[src/rtl/alu_i8_pkg.sv]
// Shared opcodes, widths and the combinational i8 ALU function used by the pipelined unit.
package alu_i8_pkg;

    localparam int OP_W   = 3;
    localparam int DATA_W = 8;

    localparam logic [OP_W-1:0] OP_NOT = 3'd0;
    localparam logic [OP_W-1:0] OP_AND = 3'd1;
    localparam logic [OP_W-1:0] OP_OR  = 3'd2;
    localparam logic [OP_W-1:0] OP_XOR = 3'd3;
    localparam logic [OP_W-1:0] OP_ADD = 3'd4;
    localparam logic [OP_W-1:0] OP_SUB = 3'd5;

    // Results wrap modulo 256; reserved opcodes yield zero.
    function automatic logic [DATA_W-1:0] alu_i8_f(
        input logic [OP_W-1:0]   op,
        input logic [DATA_W-1:0] a,
        input logic [DATA_W-1:0] b
    );
        logic [DATA_W-1:0] r;
        case (op)
            OP_NOT:  r = ~a;
            OP_AND:  r = a & b;
            OP_OR:   r = a | b;
            OP_XOR:  r = a ^ b;
            OP_ADD:  r = a + b;
            OP_SUB:  r = a - b;
            default: r = '0;
        endcase
        return r;
    endfunction

endpackage

[src/rtl/alu_i8_stage.sv]
// One pipeline register: valid bit plus result data, advancing only when enabled.
module alu_i8_stage
    import alu_i8_pkg::*;
(
    input  logic              clock,
    input  logic              reset,
    input  logic              i_en,
    input  logic              i_valid,
    input  logic [DATA_W-1:0] i_data,
    output logic              o_valid,
    output logic [DATA_W-1:0] o_data
);

    logic              r_valid;
    logic [DATA_W-1:0] r_data;

    always_ff @(posedge clock) begin
        if (reset) begin
            r_valid <= 1'b0;
            r_data  <= '0;
        end else if (i_en) begin
            r_valid <= i_valid;
            r_data  <= i_data;
        end
    end

    assign o_valid = r_valid;
    assign o_data  = r_data;

endmodule

[src/rtl/alu_i8_pipe.sv]
// Flow-controlled i8 ALU: LATENCY register stages, whole pipe freezes while the output is stalled.
module alu_i8_pipe
    import alu_i8_pkg::*;
#(
    parameter int LATENCY = 2,
    parameter int CNT_W   = 32
) (
    input  logic              clock,
    input  logic              reset,
    input  logic [DATA_W-1:0] a,
    input  logic [DATA_W-1:0] b,
    input  logic [OP_W-1:0]   op,
    input  logic              in_valid,
    output logic              in_ready,
    output logic [DATA_W-1:0] y,
    output logic              out_valid,
    input  logic              out_ready,
    output logic [CNT_W-1:0]  count
);

    logic              w_stall;
    logic              w_accept;
    logic              w_vld [0:LATENCY];
    logic [DATA_W-1:0] w_dat [0:LATENCY];
    logic [CNT_W-1:0]  r_count;

    // Bubbles are not collapsed, so a held output freezes every stage behind it.
    assign w_stall  = w_vld[LATENCY] && !out_ready;
    assign in_ready = !w_stall && !reset;
    assign w_accept = in_valid && in_ready;

    assign w_vld[0] = w_accept;
    assign w_dat[0] = alu_i8_f(op, a, b);

    for (genvar i = 0; i < LATENCY; i++) begin : g_stage
        alu_i8_stage u_stage (
            .clock   (clock),
            .reset   (reset),
            .i_en    (!w_stall),
            .i_valid (w_vld[i]),
            .i_data  (w_dat[i]),
            .o_valid (w_vld[i+1]),
            .o_data  (w_dat[i+1])
        );
    end

    always_ff @(posedge clock) begin
        if (reset) begin
            r_count <= '0;
        end else if (w_accept) begin
            r_count <= r_count + CNT_W'(1);
        end
    end

    assign y         = w_dat[LATENCY];
    assign out_valid = w_vld[LATENCY];
    assign count     = r_count;

endmodule

[config.mk]
export PLATFORM = sky130hd
export DESIGN_NAME = alu_i8_pipe
export DESIGN_NICKNAME = d
export VERILOG_FILES = /design/src/rtl/alu_i8_pkg.sv /design/src/rtl/alu_i8_stage.sv /design/src/rtl/alu_i8_pipe.sv
export SDC_FILE = /design/constraint.sdc
export NUM_CORES = 1
export LEC_CHECK = 0
export ABC_AREA = 1
export BUFFER_PORTS_ARGS = -buffer_cell sky130_fd_sc_hd__clkbuf_2
export CAP_MARGIN = 25
export CORE_MARGIN = 2
export CORE_UTILIZATION = 30
export CTS_BUF_LIST = sky130_fd_sc_hd__clkbuf_8
export CTS_CLUSTER_DIAMETER = 80
export DETAILED_ROUTE_END_ITERATION = 16
export PLACE_DENSITY_LB_ADDON = 0.25
export SETUP_SLACK_MARGIN = 0.1
export SLEW_MARGIN = 15
export SYNTH_ARGS = -nofsm -noshare
export SYNTH_HDL_FRONTEND = slang
export SYNTH_SLANG_ARGS = --single-unit
[constraint.sdc]
create_clock -name clock -period 2.7 [get_ports clock]
set_input_delay 0.405 -clock clock [delete_from_list [all_inputs] [get_ports clock]]
set_output_delay 0.405 -clock clock [all_outputs]
set_load 0.03 [all_outputs]
==> metrics, run 1 <==
Max Cap Viol=0; vias after detailed routing=3532; Leak=1.821 nW; # rows=39; clk sink count=50; Crit. Startpoint=b[0]; CTS max path bufs=2; Fin Setup TNS=0 ps; Detailed Routing Iterations Pass 1=5; wire per inst=12.53 µm; slowest stage delay, CP=340 ps; Post-Syn Nets=590; Ant. Diodes=0; Die W=112.4 µm; post-cts sizing count=0; register area=1001 µm²; sw frac=31.23%; ANT nets after route=0; pin count of the biggest net entering global routing=23; Final Hold Viols=0; Finished Cell Area=4094 µm²; Post-Syn Area per Cell=6.513 µm²; worst hold path class=in2reg; worst r2r src=count[0]$_SDFFE_PP0P_; total CTS buffers=5; Clk pwr share=30.9%; power per cell area=382.6 nW/µm²; nature of the critical path startpoint=input port; CTS tree=done; setup clock skew after layout=16.25 ps; vias per cell=4.709; Mapped Area=3523 µm²; Comb power frac=19.8%; Post-synth EDFFs=0; Die H=112.4 µm; vias in the first global route=3364; Async SR Flop Fraction=0%; NetSw=0.0004891 W; Layout Nets=655; full die area=12630 µm²; Total Routing Usage GR=15.14%; Flop pwr share=49.4%; Util after Layout=35.85%; initial antenna violation count=0; CP endpoint kind=flip-flop; worst-margin pin slew=831.0 ps; Relative slew margins=44.40%; WHS Endpoint=g_stage[0].u_stage.o_data[3]$_SDFFE_PP0N_; Max Freq=458.2 MHz; max-slew violations=0; period utilisation layout=80.82%; crit-path max FO=5; hold buffers post-CTS=0; Worst-path clk slew=90 ps; clk_lat worst skew=320 ps; Setup CP Type=in2reg; hpwl dp=7483 µm; DP Worst Slack=201.0 ps; global route overflow=0; CP required=2920 ps; worst path cell trace=clkbuf_2 -> inv_1 -> ha_1 -> inv_1 -> nor2_1 -> nand2_1 -> nand2_1 -> xor2_1 -> inv_1 -> ha_1 -> nand2_1 -> or2_2 -> nand3_1 -> nand2_1 -> nand3_1 -> nand2_1 -> nand2_1 -> nand2_1; H-Tree Depth=2; Port Buffers=64; Synth Register Bits=50; Gate Count Post-Synth=541; Period minus WS final=2182 ps; outcome=finished, final reports clean; FF-to-FF path depth=8; Initial DRC Count=148; layout cell share with drive strength beyond 1=17.79%; Power Internal=0.001077 W; DRC=0; endpoints failing setup=0; Area Growth Syn to Fin=16.19%; post-synthesis cell type count=38; DP Area=3995 µm²; worst setup margin=517.8 ps; Cells on Worst Hold Path=4; routability cong.=0.8892; Synth Warn #=0; Initial Util=30.86%; setup bufs post-CTS=0; CP max stage cell=ha_1; cell mode on critical path=nand2_1; Worst Path Arrival=2400 ps; fillcell total=1286; Routed WL=9397 µm; CP delay by family, top=simple AND/OR/NAND/NOR gates; area occupied by multi-input gates=2233 µm²; core area=11420 µm²; I/O Pins=65; worst r2r dst=count[28]$_SDFFE_PP0P_; Peak VDD IR=0.0002024 V; flop2flop setup slack=720 ps; RSZ-0062 raised after global routing=false; HP Start=out_ready; Most used DFF post-synth=dfxtp_1; clock root cell=clkbuf_8; hold slack final=406.1 ps; register area share after synthesis=28.41%; Buf+Inv Stages, Crit Path=4; first-pass GRT wire length=15920 µm
state kept, by name (all words and copies together) (netlist names):
signal,cells
g_stage.u_stage.o_valid,2
g_stage.u_stage.o_data,16
count,32
power by group through the flow:
stage | clock network [W] | logic, W | registers (W)
CTS | 0.000493 | 0.000313 | 0.000774
global route | 0.000526 | 0.000358 | 0.000776
detailed placement | 0 | 0.000312 | 0.000790
floorplan | 0 | 0.000201 | 0.000805
global placement | 0 | 0.000306 | 0.000790
finish | 0.000483 | 0.000310 | 0.000773
area by class of cell:
type / count / area share (%)
inverters: 66 / 6.204
well taps: 143 / 4.370
multi-input cells: 418 / 54.55
repair buffers: 65 / 8.007
clock inverters: 2 / 0.3973
flip-flops and latches: 50 / 24.45
clock buffers: 6 / 2.017
synth_stat cells, types with 5 or more instances:
cell type | count | area share [%]
a21oi_1 | 34 | 4.8
a22o_1 | 10 | 2.5
clkbuf_1 | 5 | 0.53
dfxtp_1 | 50 | 28
ha_1 | 25 | 8.9
inv_1 | 60 | 6.4
nand2_1 | 166 | 18
nand3_1 | 22 | 3.1
nand3b_1 | 6 | 1.3
nand4_1 | 11 | 2.0
nor2_1 | 67 | 7.1
nor2_2 | 7 | 1.2
o21ai_0 | 23 | 3.3
xor2_1 | 7 | 1.7
tightest hold or removal path, delay by kind of cell:
| family | cells | cell delay, ps |
|---|---|---|
| buf+inv | 1 | 100 |
| simple gates | 3 | 170 |
per-stage QoR:
stage,instances,power [W]
finish,750,0.001566
global route,750,0.001661
CTS,750,0.001580
detailed placement,742,0.001102
global placement,742,0.001096
floorplan,541,0.001007
cell usage in the layout, fill, tap and decap left out, types with 2 or more instances in the layout:
cell        n
nand2_1   166
nor2_1     67
clkbuf_2   64
inv_1      60
dfxtp_1    50
a21oi_1    34
ha_1       25
o21ai_0    23
nand3_1    22
nand4_1    11
a22o_1     10
xor2_1      7
nor2_2      7
nand3b_1    6
clkbuf_8    6
nand3_2     4
nand2_2     4
o22ai_1     4
inv_2       4
or2_2       4
nor2_4      4
a31oi_1     3
nand2_4     2
inv_6       2
nor3_2      2
and3_1      2
xnor2_1     2
layer usage:
layer / part of all wire [%] / track usage (%)
met1: 47 / 19.61
met2: 47 / 25.82
met3: 5.1 / 3.078
met4: 1.1 / 3.902
met5: 0 / 0
cell families (layout without fill, tap and decap cells):
kind of cell             count (synthesis)  in the layout  synth area share, %
flip-flops                              50             50                28.41
adder cells (fa/ha/maj)                 26             26                9.446
XOR/XNOR                                 9              9                2.237
buffers and inverters                   73            139                8.203
AND/OR/NAND/NOR                        303            303                38.53
AO/OA/AOI/OAI                           80             80                13.17
worst max-delay path by stage:
| stage | end | slack, ps | cells after the start |
|---|---|---|---|
| CTS | g_stage[0].u_stage.o_data[5]$_SDFFE_PP0N_ | 530 | 18 |
| global route | g_stage[0].u_stage.o_data[7]$_SDFFE_PP0N_ | 310 | 18 |
| finish | g_stage[0].u_stage.o_data[5]$_SDFFE_PP0N_ | 520 | 18 |
| global placement | g_stage[0].u_stage.o_data[5]$_SDFFE_PP0N_ | 260 | 18 |
| detailed placement | g_stage[0].u_stage.o_data[5]$_SDFFE_PP0N_ | 200 | 18 |
| floorplan | g_stage[0].u_stage.o_data[5]$_SDFFE_PP0N_ | 530 | 17 |
No activity file was read; power rests on OpenSTA's default activity.
==> run 2, diff against run 1 <==
--- a/config.mk
+++ b/config.mk
@@ -5,7 +5,7 @@
 export SDC_FILE = /design/constraint.sdc
 export NUM_CORES = 1
 export LEC_CHECK = 0
-export ABC_AREA = 1
+export ABC_AREA = 0
 export BUFFER_PORTS_ARGS = -buffer_cell sky130_fd_sc_hd__clkbuf_2
 export CAP_MARGIN = 25
 export CORE_MARGIN = 2
==> constraint.sdc (replaced) <==
create_clock -name clock -period 2.23 [get_ports clock]
set_input_delay 0.3345 -clock clock [delete_from_list [all_inputs] [get_ports clock]]
set_output_delay 0.3345 -clock clock [all_outputs]
set_load 0.03 [all_outputs]
==> run 2 against run 1 <==
- combinational power is 37% higher
- power grew 37%
- wire length is 27% lower
- first-iteration DRC count fell by 12%
- largest cell class unchanged
- design area is 6.5% lower
- register-to-register slack got worse by 430 ps
- setup slack worse by 300 ps
- cell count shrank 23%
- count of clock-buffer cells in the layout unchanged
- clock skew fell by 8.3 ps
- sequential share of layout area is 1.7 points higher
==> metrics, run 2 <==
outcome=finished, final reports clean; routability cong.=0.8257 (-7.1%); worst path cell trace=clkbuf_2 -> nor2b_4 -> and2_4 -> mux2i_4 -> ha_1 -> a21o_1 -> a41o_1 -> xor2_1 -> a221oi_2 -> nor3_1; register area=1001 µm² (unchanged); nature of the critical path startpoint=input port; most common library cells after synthesis=dfxtp_1, nor2_1, nand2_1, a21oi_1, inv_1; Routed WL=6903 µm (-27%); Synth Register Bits=50 (unchanged); total CTS buffers=5 (unchanged); Area Growth Syn to Fin=28.65%; setup clock skew after layout=7.931 ps (-8.319 ps); Post-Syn Area per Cell=8.378 µm² (+29%); Max Cap Viol=0 (unchanged); Async SR Flop Fraction=0% (unchanged); vias after detailed routing=2700 (-24%); flop2flop setup slack=290 ps (-430 ps); CTS max path bufs=2 (unchanged); post-synthesis cell type count=42 (+11%); Period minus WS final=2013 ps; DP Area=3672 µm² (-8.1%); CP max stage cell=mux2i_4; Post-synth EDFFs=0 (unchanged); Gate Count Post-Synth=355 (-34%); setup bufs post-CTS=0 (unchanged); Initial DRC Count=130 (-12%); Max Freq=496.9 MHz; Worst-path clk slew=90 ps (about the same); vias per cell=4.671 (-0.81%); Worst Path Arrival=2210 ps (-190 ps); full die area=10730 µm² (-15%); clk_lat worst skew=300 ps (-20 ps); Port Buffers=64 (unchanged); fillcell total=980 (-24%); Total Routing Usage GR=13.57% (-1.6 points); Fin Setup TNS=0 ps (unchanged); placed insts=570 (-23%); clk sink count=50 (unchanged); largest area contributor in the netlist=dfxtp_1; CP required=2420 ps (-500 ps); Initial Util=30.71% (-0.15 points); Synth area leaders=dfxtp_1, ha_1, xor2_1; crit-path max FO=5 (unchanged); CTS tree=done; max reg flops=32 (unchanged); Post-Syn Nets=404 (-32%); worst setup margin=217.4 ps (-300.4 ps); Most used DFF post-synth=dfxtp_1; Ant. Diodes=0 (unchanged); commonest cells after routing, fill and taps aside=clkbuf_2, dfxtp_1, nor2_1; pin count of the biggest net entering global routing=32 (+39%); register area share after synthesis=33.66% (+5.2 points); Peak VDD IR=0.0002440 V (+21%); Die H=103.6 µm (-7.8%); vias in the first global route=2540 (-24%); CP endpoint kind=flip-flop; Final Hold Viols=0 (unchanged); Design Power=0.002146 W (+37%); post-synth top area share=33.66% (+5.2 points); Leak=1.676 nW (-7.9%); hpwl dp=5470 µm (-27%); Detailed Routing Iterations Pass 1=6 (+1); RSZ-0062 raised after global routing=false; Mapped Area=2974 µm² (-16%); Layout Cells excl Fill=578 (-23%); area occupied by multi-input gates=1851 µm² (-17%); wire per inst=11.94 µm (-4.7%); clock root cell=clkbuf_8; power per cell area=560.7 nW/µm² (+47%); first-pass GRT wire length=12210 µm (-23%); worst-margin pin slew=337.3 ps (-493.6 ps); period utilisation layout=90.25%; worst hold path class=in2reg; post-cts sizing count=0 (unchanged); H-Tree Depth=2 (unchanged); Relative slew margins=77.51% (+33 points); DRC=0 (unchanged); core area=9684 µm² (-15%); I/O Pins=65 (unchanged); Finished Cell Area=3826 µm² (-6.5%); Layout Nets=493 (-25%); max-slew violations=0 (unchanged); hold buffers post-CTS=0 (unchanged); endpoints failing setup=0 (unchanged); DP Worst Slack=-116.3 ps (-317.3 ps); Die W=103.6 µm (-7.8%); ANT nets after route=0 (unchanged); Synth Warn #=0 (unchanged); # rows=36 (-7.7%); most numerous cell in the Yosys netlist=dfxtp_1; initial antenna violation count=0 (unchanged); layout cell share with drive strength beyond 1=28.09% (+10 points); Setup CP Type=in2reg; most common cell after layout, fill and taps aside=clkbuf_2; global route overflow=0 (unchanged); slowest stage delay, CP=270 ps (-70 ps)
-- run 2: cell types whose count changed after synthesis, moves of 11 or more --
cell     previous run  this run
inv_1              60        26
nand2_1           166        36
nand3_1            22        11
nor2_1             67        39
o21ai_0            23        11
xnor2_1             2        16
xor2_1              7        19
-- run 2: worst max-delay path: cells and delay by family --
family	cells	cell delay, ps
AOI/OAI and AO/OA	3	700
xor gates and xnor gates	1	150
adders and majority gates	1	260
buffers and inverters	1	100
muxes	1	270
and+or+nand+nor	3	400
-- run 2: per-stage QoR --
step                utilization (%)  hold slack (ps)
global route                  39.51            320.8
finish                        39.51            313.9
CTS                           39.39            303.0
global placement              37.92            436.6
detailed placement            37.92            443.1
floorplan                         -            433.2
-- run 2: cell families (layout without fill, tap and decap cells) --
| kind of cell | after synthesis | after routing | share of synthesized area, % |
|---|---|---|---|
| mux | 6 | 6 | 4.123 |
| xor+xnor | 35 | 35 | 10.31 |
| flops | 50 | 50 | 33.66 |
| buf+inv | 41 | 131 | 5.553 |
| fa+ha+maj | 26 | 26 | 11.19 |
| compound gates | 63 | 63 | 12.58 |
| simple gates | 134 | 134 | 22.59 |
-- run 2: final timing paths --
check                                                                from                                         to  depth (start not counted)
worst max-delay path                                                op[2]  g_stage[0].u_stage.o_data[5]$_SDFFE_PP0N_                         10
worst min-delay path                                             in_valid                      count[1]$_SDFFE_PP0P_                          3
worst max register to register                      count[0]$_SDFFE_PP0P_                     count[30]$_SDFFE_PP0P_                          7
worst min register to register  g_stage[1].u_stage.o_data[1]$_SDFFE_PP0N_  g_stage[1].u_stage.o_data[1]$_SDFFE_PP0N_                          2
-- run 2: layout make-up --
cell class                      instances  share of cell area (%)
Clock inverter                          2                   1.570
Sequential cell                        50                   26.16
Clock buffer                            6                   2.158
Inverter                               26                   2.551
Tap cell                              133                   4.349
Timing Repair Buffer                   97                   14.85
Multi-Input combinational cell        264                   48.36
-- run 2: per-layer routing --
layer	vias to the layer above	track usage [%]	wire length [µm]
met3	5	1.951	225
met4	0	2.606	54
li1	1399	-	-
met1	1235	18.87	3346
met2	61	22.61	3278
met5	-	0	0
-- run 2: where the power goes --
group / leakage, nW / switching (W) / internal (W)
Combinational: 1.20 / 0.000226 / 0.000200
Clock: 0.0714 / 0.000300 / 0.000478
Sequential: 0.406 / 0.0000176 / 0.000923
Total: 1.68 / 0.000544 / 0.00160
